`src/rtl/logip_pkg.sv`:
```
// Shared logIP definitions: transmit serializer state encoding and byte count.
package logip_pkg;

  typedef enum logic {
    IDLE = 1'b0,
    SEND = 1'b1
  } tx_ser_state_t;

  localparam int LOGIP_TX_BYTES = 4;

endpackage

```
`src/rtl/logip_tx_serializer.sv`:
```
// Serializes 32-bit logIP result words LSB byte first onto a valid/ready byte stream.
// Optional per-byte skip mask (grp_dis_i) is enabled by defining LOGIP_TX_GRPMASK_EN.
module logip_tx_serializer
  import logip_pkg::*;
#(
  parameter int WORD_W = 8 * LOGIP_TX_BYTES,
  localparam int BYTES = WORD_W / 8
) (
  input  logic              clk_i,
  input  logic              rst_i,
  input  logic [WORD_W-1:0] word_i,
  input  logic              stb_i,
  output logic              rdy_o,
  output logic [7:0]        byte_o,
  output logic              byte_vld_o,
  input  logic              byte_rdy_i,
`ifdef LOGIP_TX_GRPMASK_EN
  input  logic [BYTES-1:0]  grp_dis_i,
`endif
  output logic              ovf_o
);

  localparam int IDX_W = (BYTES > 1) ? $clog2(BYTES) : 1;

  tx_ser_state_t     state;
  logic [WORD_W-1:0] hold;
  logic [BYTES-1:0]  dis_q;
  logic [BYTES-1:0]  dis_in;
  logic [IDX_W-1:0]  idx;
  logic [IDX_W:0]    first_sel;
  logic [IDX_W:0]    next_sel;

`ifdef LOGIP_TX_GRPMASK_EN
  assign dis_in = grp_dis_i;
`else
  assign dis_in = '0;
`endif

  // Lowest enabled byte at or above start; MSB of the result flags that one exists.
  function automatic logic [IDX_W:0] next_en(input logic [BYTES-1:0] dis, input int start);
    logic [IDX_W:0] r;
    r = '0;
    for (int i = BYTES - 1; i >= 0; i--) begin
      if (i >= start && !dis[i]) r = {1'b1, IDX_W'(i)};
    end
    return r;
  endfunction

  always_comb begin
    first_sel = next_en(dis_in, 0);
    next_sel  = next_en(dis_q, int'(idx) + 1);
  end

  always_ff @(posedge clk_i) begin
    if (rst_i) begin
      state      <= IDLE;
      rdy_o      <= 1'b1;
      byte_vld_o <= 1'b0;
      byte_o     <= '0;
      ovf_o      <= 1'b0;
      hold       <= '0;
      dis_q      <= '0;
      idx        <= '0;
    end else begin
      if (stb_i && !rdy_o) ovf_o <= 1'b1;
      case (state)
        IDLE: begin
          if (stb_i) begin
            hold       <= word_i;
            dis_q      <= dis_in;
            idx        <= first_sel[IDX_W-1:0];
            byte_o     <= word_i[8*first_sel[IDX_W-1:0] +: 8];
            // A fully masked word still spends one cycle in SEND with nothing valid.
            byte_vld_o <= first_sel[IDX_W];
            rdy_o      <= 1'b0;
            state      <= SEND;
          end
        end
        SEND: begin
          if (!byte_vld_o) begin
            state <= IDLE;
            rdy_o <= 1'b1;
          end else if (byte_rdy_i) begin
            if (next_sel[IDX_W]) begin
              idx    <= next_sel[IDX_W-1:0];
              byte_o <= hold[8*next_sel[IDX_W-1:0] +: 8];
            end else begin
              state      <= IDLE;
              rdy_o      <= 1'b1;
              byte_vld_o <= 1'b0;
            end
          end
        end
        default: begin
          state      <= IDLE;
          rdy_o      <= 1'b1;
          byte_vld_o <= 1'b0;
        end
      endcase
    end
  end

endmodule

```
`config.mk`:
```
export PLATFORM = sky130hd
export DESIGN_NAME = logip_tx_serializer
export DESIGN_NICKNAME = d
export VERILOG_FILES = /design/src/rtl/logip_pkg.sv /design/src/rtl/logip_tx_serializer.sv
export SDC_FILE = /design/constraint.sdc
export NUM_CORES = 1
export LEC_CHECK = 0
export BUFFER_PORTS_ARGS = -buffer_cell sky130_fd_sc_hd__buf_2
export CAP_MARGIN = 0
export CORE_MARGIN = 5
export CORE_UTILIZATION = 40
export DETAILED_ROUTE_END_ITERATION = 10
export PLACE_DENSITY_LB_ADDON = 0.12
export SKIP_LAST_GASP = 1
export SLEW_MARGIN = 30
export SYNTH_ARGS = -nofsm -noshare
export SYNTH_HDL_FRONTEND = slang
export SYNTH_SLANG_ARGS = --single-unit
```
`constraint.sdc`:
```
create_clock -name clk_i -period 4.3 [get_ports clk_i]
set_clock_uncertainty 0.15 [all_clocks]
set_input_delay 0.43 -clock clk_i [delete_from_list [all_inputs] [get_ports clk_i]]
set_output_delay 0.43 -clock clk_i [all_outputs]
set_load 0.005 [all_outputs]
```
* Yosys cells after proc, flatten, opt, wreduce, memory -nomap -nowiden
Index checks and enable logic that the tools add are counted.
Word-level totals: input bits 36, output and inout port bits 11, RAM bits 0, register bits 46, memories kept 0, latch bits 0, ROM bits 0
Operators by class: $add $sub $neg 1, order comparisons 4, reductions and logical operators 5, shifts and indexed selects 1, bitwise operators 1, muxes and demuxes 26, multiply operators 0, divide/modulo/power cells 0, equality and inequality tests 6
Operators by type and width (count):
- two-way mux 8 bit | 4
- indexed part select 32 x 6 -> 8 bit | 1
- case mux 8 bit (2 select lines) | 1
- two-way mux 3 bit | 4
- two-way mux 1 bit | 9
- two-way mux 2 bit | 4
- >= comparator 1 x 3 -> 1 bit (first input constant) | 2
- >= comparator 2 x 3 -> 1 bit (first input constant) | 2
- != test 2 bit (second input constant) | 3
- != test 3 bit (second input constant) | 2
- case mux 1 bit (2 select lines) | 3
- case mux 2 bit (2 select lines) | 1
- AND reduction 4 bit | 1
- adder 2 x 1 -> 3 bit (second input constant) | 1
- AND reduction 3 bit | 1
- != test 2 x 1 -> 1 bit (second input constant) | 1
- AND reduction 2 bit | 1
- logical AND 1 bit | 1
- zero test 1 bit | 1
- NOT 1 bit | 1

* Depth between registers and ports, before layout
depth in word-level cells 11, mapped depth 6, gate-level depth less buffers 4

* Least setup slack after synthesis
No wires, ideal clock.
path kind flip-flop to flip-flop, start point register idx[0], end point register byte_o[5], required time 4.017 ns, setup time 0.133 ns, cell stages (with the launch flop) 6, slack 2.521 ns, arrival time 1.496 ns, clock period less this slack 1.779 ns, path through dfxtp_1 > ha_1 > buf_6 > mux4_1 > nand2_1 > a311oi_1
On the way: word-level cells in the longest chain between the ends 11, elaborated cells between the ends (all ways) 16
Ends and longest elaborated chain:
- start, declared | line logip_tx_serializer.sv:29 | logic [IDX_W-1:0] idx;
- start signal, assigned | line logip_tx_serializer.sv:71 | idx <= first_sel[IDX_W-1:0];
- start signal, assigned | line logip_tx_serializer.sv:85 | idx <= next_sel[IDX_W-1:0];
- adder 2 x 1 -> 3 bit (*) | line logip_tx_serializer.sv:51 | next_sel = next_en(dis_q, int'(idx) + 1);
- >= comparator 2 x 3 -> 1 bit | line logip_tx_serializer.sv:44 | if (i >= start && !dis[i]) r = {1'b1, IDX_W'(i)};
- two-way mux 3 bit (3 in a row) | line logip_tx_serializer.sv:44
- two-way mux 3 bit (*) | line logip_tx_serializer.sv:44
- indexed part select 32 x 6 -> 8 bit | line logip_tx_serializer.sv:86 | byte_o <= hold[8*next_sel[IDX_W-1:0] +: 8];
- two-way mux 8 bit | line logip_tx_serializer.sv:84 | if (next_sel[IDX_W]) begin
- two-way mux 8 bit | line logip_tx_serializer.sv:83 | end else if (byte_rdy_i) begin
- two-way mux 8 bit | line logip_tx_serializer.sv:80 | if (!byte_vld_o) begin
- case mux 8 bit (2 select lines) | line logip_tx_serializer.sv:66 | case (state)
- end signal, assigned | line logip_tx_serializer.sv:72 | byte_o <= word_i[8*first_sel[IDX_W-1:0] +: 8];
- end signal, assigned | line logip_tx_serializer.sv:86
- end, declared | line logip_tx_serializer.sv:14 | output logic [7:0] byte_o,
Mark *: on every way between the ends. The rest lies on a longest branch, timed or not. The select of a mux whose other input is x is not followed. A chain may end at the register's enable or synchronous reset.

* Final worst setup path
start point register idx[0], end point register byte_o[6]
The elaborated chain is that of the path after synthesis.

==> flow_summary_export.csv <==
group,metric,value,unit
die,design.die.area,6540,um^2
hold_path,holdPathEnd,"hold[13]",
clocking,cts.sinks,46,
place,place_ws,2.04,ns
route,via_count,1721,
die,die_h,80.9,um
yosys,number_of_warnings_reported_in_the_yosys_synthesis_log,0,
yosys,synth_commonest_cells,"sky130_fd_sc_hd__nand2_1, sky130_fd_sc_hd__dfxtp_1, sky130_fd_sc_hd__a21oi_1",
clocking,cts_setup_buffers,0,
power,worst_ir_drop_vdd,0.190,mV
yosys,synthesis.area_per_instance,8.55,um^2
place,place.detailed.instances,332,
clocking,number_of_hold_buffers_added_after_cts,0,
place,routabilityCongestion,0.724,
clocking,clock_latency,0.29,ns
grt,grt_usage,15.4,%
timing,final_hold_viol_count,0,
yosys,synth_top_cells_by_area,"sky130_fd_sc_hd__dfxtp_1, sky130_fd_sc_hd__nand2_1, sky130_fd_sc_hd__a21oi_1, sky130_fd_sc_hd__mux4_1, sky130_fd_sc_hd__a211oi_1",
worst_setup_path,r2r.worst_path.cells,4,
final_layout,syn_to_final_growth,16.7,%
worst_setup_path,cpPeakStageDelay,0.69,ns
worst_setup_path,critical_path.n_buffers_inverters,0,
grt,globalRoute.totalOverflow,0,
run,max_cap_violations,0,
final_layout,num-fill-cells,514,
timing,report.final.slew_viol_count,0,
worst_setup_path,worst-endpoint-arrival,2.26,ns
timing,slew-limit-headroom,45.8,%
worst_setup_path,timing.critical_path.slowest_stage_cell,"sky130_fd_sc_hd__dfxtp_1",
timing,report.final.setup_viol,0,
timing,finalHoldWorstSlack,0.213,ns
final_layout,fin_nets,310,
timing,worst_pin_slew,0.813,ns
hold_path,min_delay_path_depth,3,
clocking,cts.clk_slew.worst_paths,0.09,ns
worst_setup_path,crit_path_start_kind,"register",
worst_setup_path,critPathRequiredTime,4.30,ns
grt,grt_pass1_wl,7760,um
route,detailroute.wirelength.met2,1920,um
yosys,postSynth.asyncResetShare,0,%
timing,max_freq,443,MHz
place,hpwl,3290,um
yosys,syn-num-nets,273,
route,drc_errors,0,
grt,initial_antenna_violation_count,0,
timing,finalSetupTns,0,ns
timing,final_period_util,52.5,%
die,design.core.area,4790,um^2
die,die_width,80.9,um
clocking,max-clock-path-buffers,2,
timing,rsz_0062_raised_after_global_routing,"no",
clocking,cts-root-buf,"sky130_fd_sc_hd__clkbuf_8",
place,postPlaceCellArea,2240,um^2
yosys,synth_cell_type_count,33,
yosys,synth_seq_cells,46,
clocking,cts.repair.resized,0,
die,io-pin-count,47,
worst_setup_path,r2r-end,"byte_o[6]",
route,met3_length,278,um
worst_setup_path,critical_path.max_fanout,17,
route,wirelength,4630,um
route,dr.pass1.iters,6,
route,wl_met1,2380,um
final_layout,fin_area,2340,um^2
yosys,ys_seq_area_share,45.8,%
power,leakage_power_figure,0.000973,uW
worst_setup_path,setup.worst_path.class,"register to register",
clocking,cts_tree,"yes",
route,route.detailed.wl_per_inst,13.6,um
hold_path,worst_hold_path_type,"input port to register",
clocking,cts-buffers-inserted,5,
place,placement.io_buffers,46,
worst_setup_path,path_cells,"ha_1, mux4_1, nand2_1, a311oi_1",
yosys,post-synth-top-count-cell,"sky130_fd_sc_hd__nand2_1",
power,power.density_cell_area,385,nW/um^2
yosys,synth_top_flop_cell,"sky130_fd_sc_hd__dfxtp_1",
final_layout,antenna_cells_inserted,0,
die,initial_core_util,42.0,%
route,detail_route.vias_per_cell,5.06,
route,top_layer_reached_by_signal_wires,"met4",
yosys,synthesis.instances,235,
grt,first_global_vias,1608,
final_layout,finalNonFillerCells,340,
worst_setup_path,critical_path.reg2reg.startpoint,"idx[0]",
final_layout,drive_gt1_share,22.3,%
yosys,synth_edf_count,0,
timing,finalWorstSetupSlack,2.04,ns
die,placementRows,25,
route,drt.antenna.violating_nets,0,
worst_setup_path,critical_path_endpoint_category,"register",
yosys,mappedNetlistArea,2010,um^2
worst_setup_path,timing.critical_path.max_delay_family,"flip-flops",
route,initialDrtViolationCount,74,
grt,grt_max_degree,45,
timing,finalWorstPathRequiredPeriod,2.26,ns
yosys,synth.largest_area_cell,"sky130_fd_sc_hd__dfxtp_1",
hold_path,hp-start,"word_i[13]",
clocking,h_tree_level_count,2,
run_status,run_status,"completed",
yosys,synth_top_area_share,45.8,%
worst_setup_path,ff2ff_setup_slack,2.04,ns
-- state kept, by name (all words and copies together), names as in the netlist --
name and count:
byte_vld_o 1, ovf_o 1, rdy_o 1, byte_o 8
hold 32, idx 2, state 1
-- worst max path at each step --
stage,startpoint,endpoint,slack (ns),cells after the start
2_1_floorplan,idx[0],byte_o[5],2.52,5
5_1_grt,idx[0],byte_o[6],1.92,4
4_1_cts,idx[0],byte_o[6],2.04,4
3_3_place_gp,idx[0],byte_o[5],2.10,4
3_5_place_dp,idx[0],byte_o[6],2.04,4
6_report,idx[0],byte_o[6],2.04,4
-- cell families after synthesis --
group,count (synthesis),share of synthesized area (%)
compound gates,61,18.4
fa+ha+maj,2,1.25
buf+inv,21,5.67
flops,46,45.8
mux,7,6.91
simple gates,98,21.9
-- area by class of cell --
type / instances / area, um^2 / area share [%]
Clock buffer: 5 / 68.8 / 2.93
Multi-Input combinational cell: 168 / 975 / 41.6
Timing Repair Buffer: 48 / 245 / 10.5
Tap cell: 67 / 83.8 / 3.58
Inverter: 3 / 11.3 / 0.480
Clock inverter: 3 / 40.0 / 1.71
Sequential cell: 46 / 921 / 39.3
-- placed cells by master (no fill, tap or decap), types with 2 or more instances in the layout --
cell | netlist | layout
sky130_fd_sc_hd__a211oi_1 | 5 | 5
sky130_fd_sc_hd__a21oi_1 | 36 | 36
sky130_fd_sc_hd__a311oi_1 | 4 | 4
sky130_fd_sc_hd__a31oi_1 | 3 | 3
sky130_fd_sc_hd__and3b_1 | 2 | 2
sky130_fd_sc_hd__buf_2 | 6 | 46
sky130_fd_sc_hd__buf_4 | 3 | 2
sky130_fd_sc_hd__clkbuf_8 | 0 | 5
sky130_fd_sc_hd__clkinv_2 | 0 | 2
sky130_fd_sc_hd__dfxtp_1 | 46 | 46
sky130_fd_sc_hd__ha_1 | 2 | 2
sky130_fd_sc_hd__inv_1 | 3 | 3
sky130_fd_sc_hd__mux2_2 | 3 | 3
sky130_fd_sc_hd__mux4_1 | 4 | 4
sky130_fd_sc_hd__nand2_1 | 70 | 70
sky130_fd_sc_hd__nand2b_1 | 6 | 6
sky130_fd_sc_hd__nand3_1 | 3 | 3
sky130_fd_sc_hd__nand4b_1 | 2 | 2
sky130_fd_sc_hd__nor2_1 | 2 | 2
sky130_fd_sc_hd__nor2b_1 | 3 | 3
sky130_fd_sc_hd__nor3_1 | 6 | 6
sky130_fd_sc_hd__o21a_1 | 5 | 5
sky130_fd_sc_hd__o21ai_0 | 2 | 2
sky130_fd_sc_hd__o32ai_1 | 2 | 2
-- routing by layer --
layer | GRT usage, % | vias up
li1 | - | 893
met1 | 21.5 | 780
met2 | 22.6 | 42
met3 | 4.66 | 6
met4 | 4.90 | 0
met5 | 0 | -
-- power breakdown --
group / leakage (uW) / switching (uW) / internal, uW
logic: 0.000536 / 60.3 / 51.8
clock network: 0.0000579 / 146 / 171
registers: 0.000378 / 19.6 / 454
-- stage by stage --
| step | utilization, % | total power [uW] |
|---|---|---|
| finish | 49.0 | 904 |
| global route | 49.0 | 946 |
| CTS | 49.0 | 911 |
| detailed placement | 46.7 | 598 |
| global placement | 46.7 | 596 |
| floorplan | - | 556 |
-- worst min-delay path, delay by kind of cell --
family                 cells  cell delay, ns
AO/OA/AOI/OAI              1            0.05
buffers and inverters      1            0.09
AND/OR/NAND/NOR            1            0.04
(Power assumes the default switching activity.)
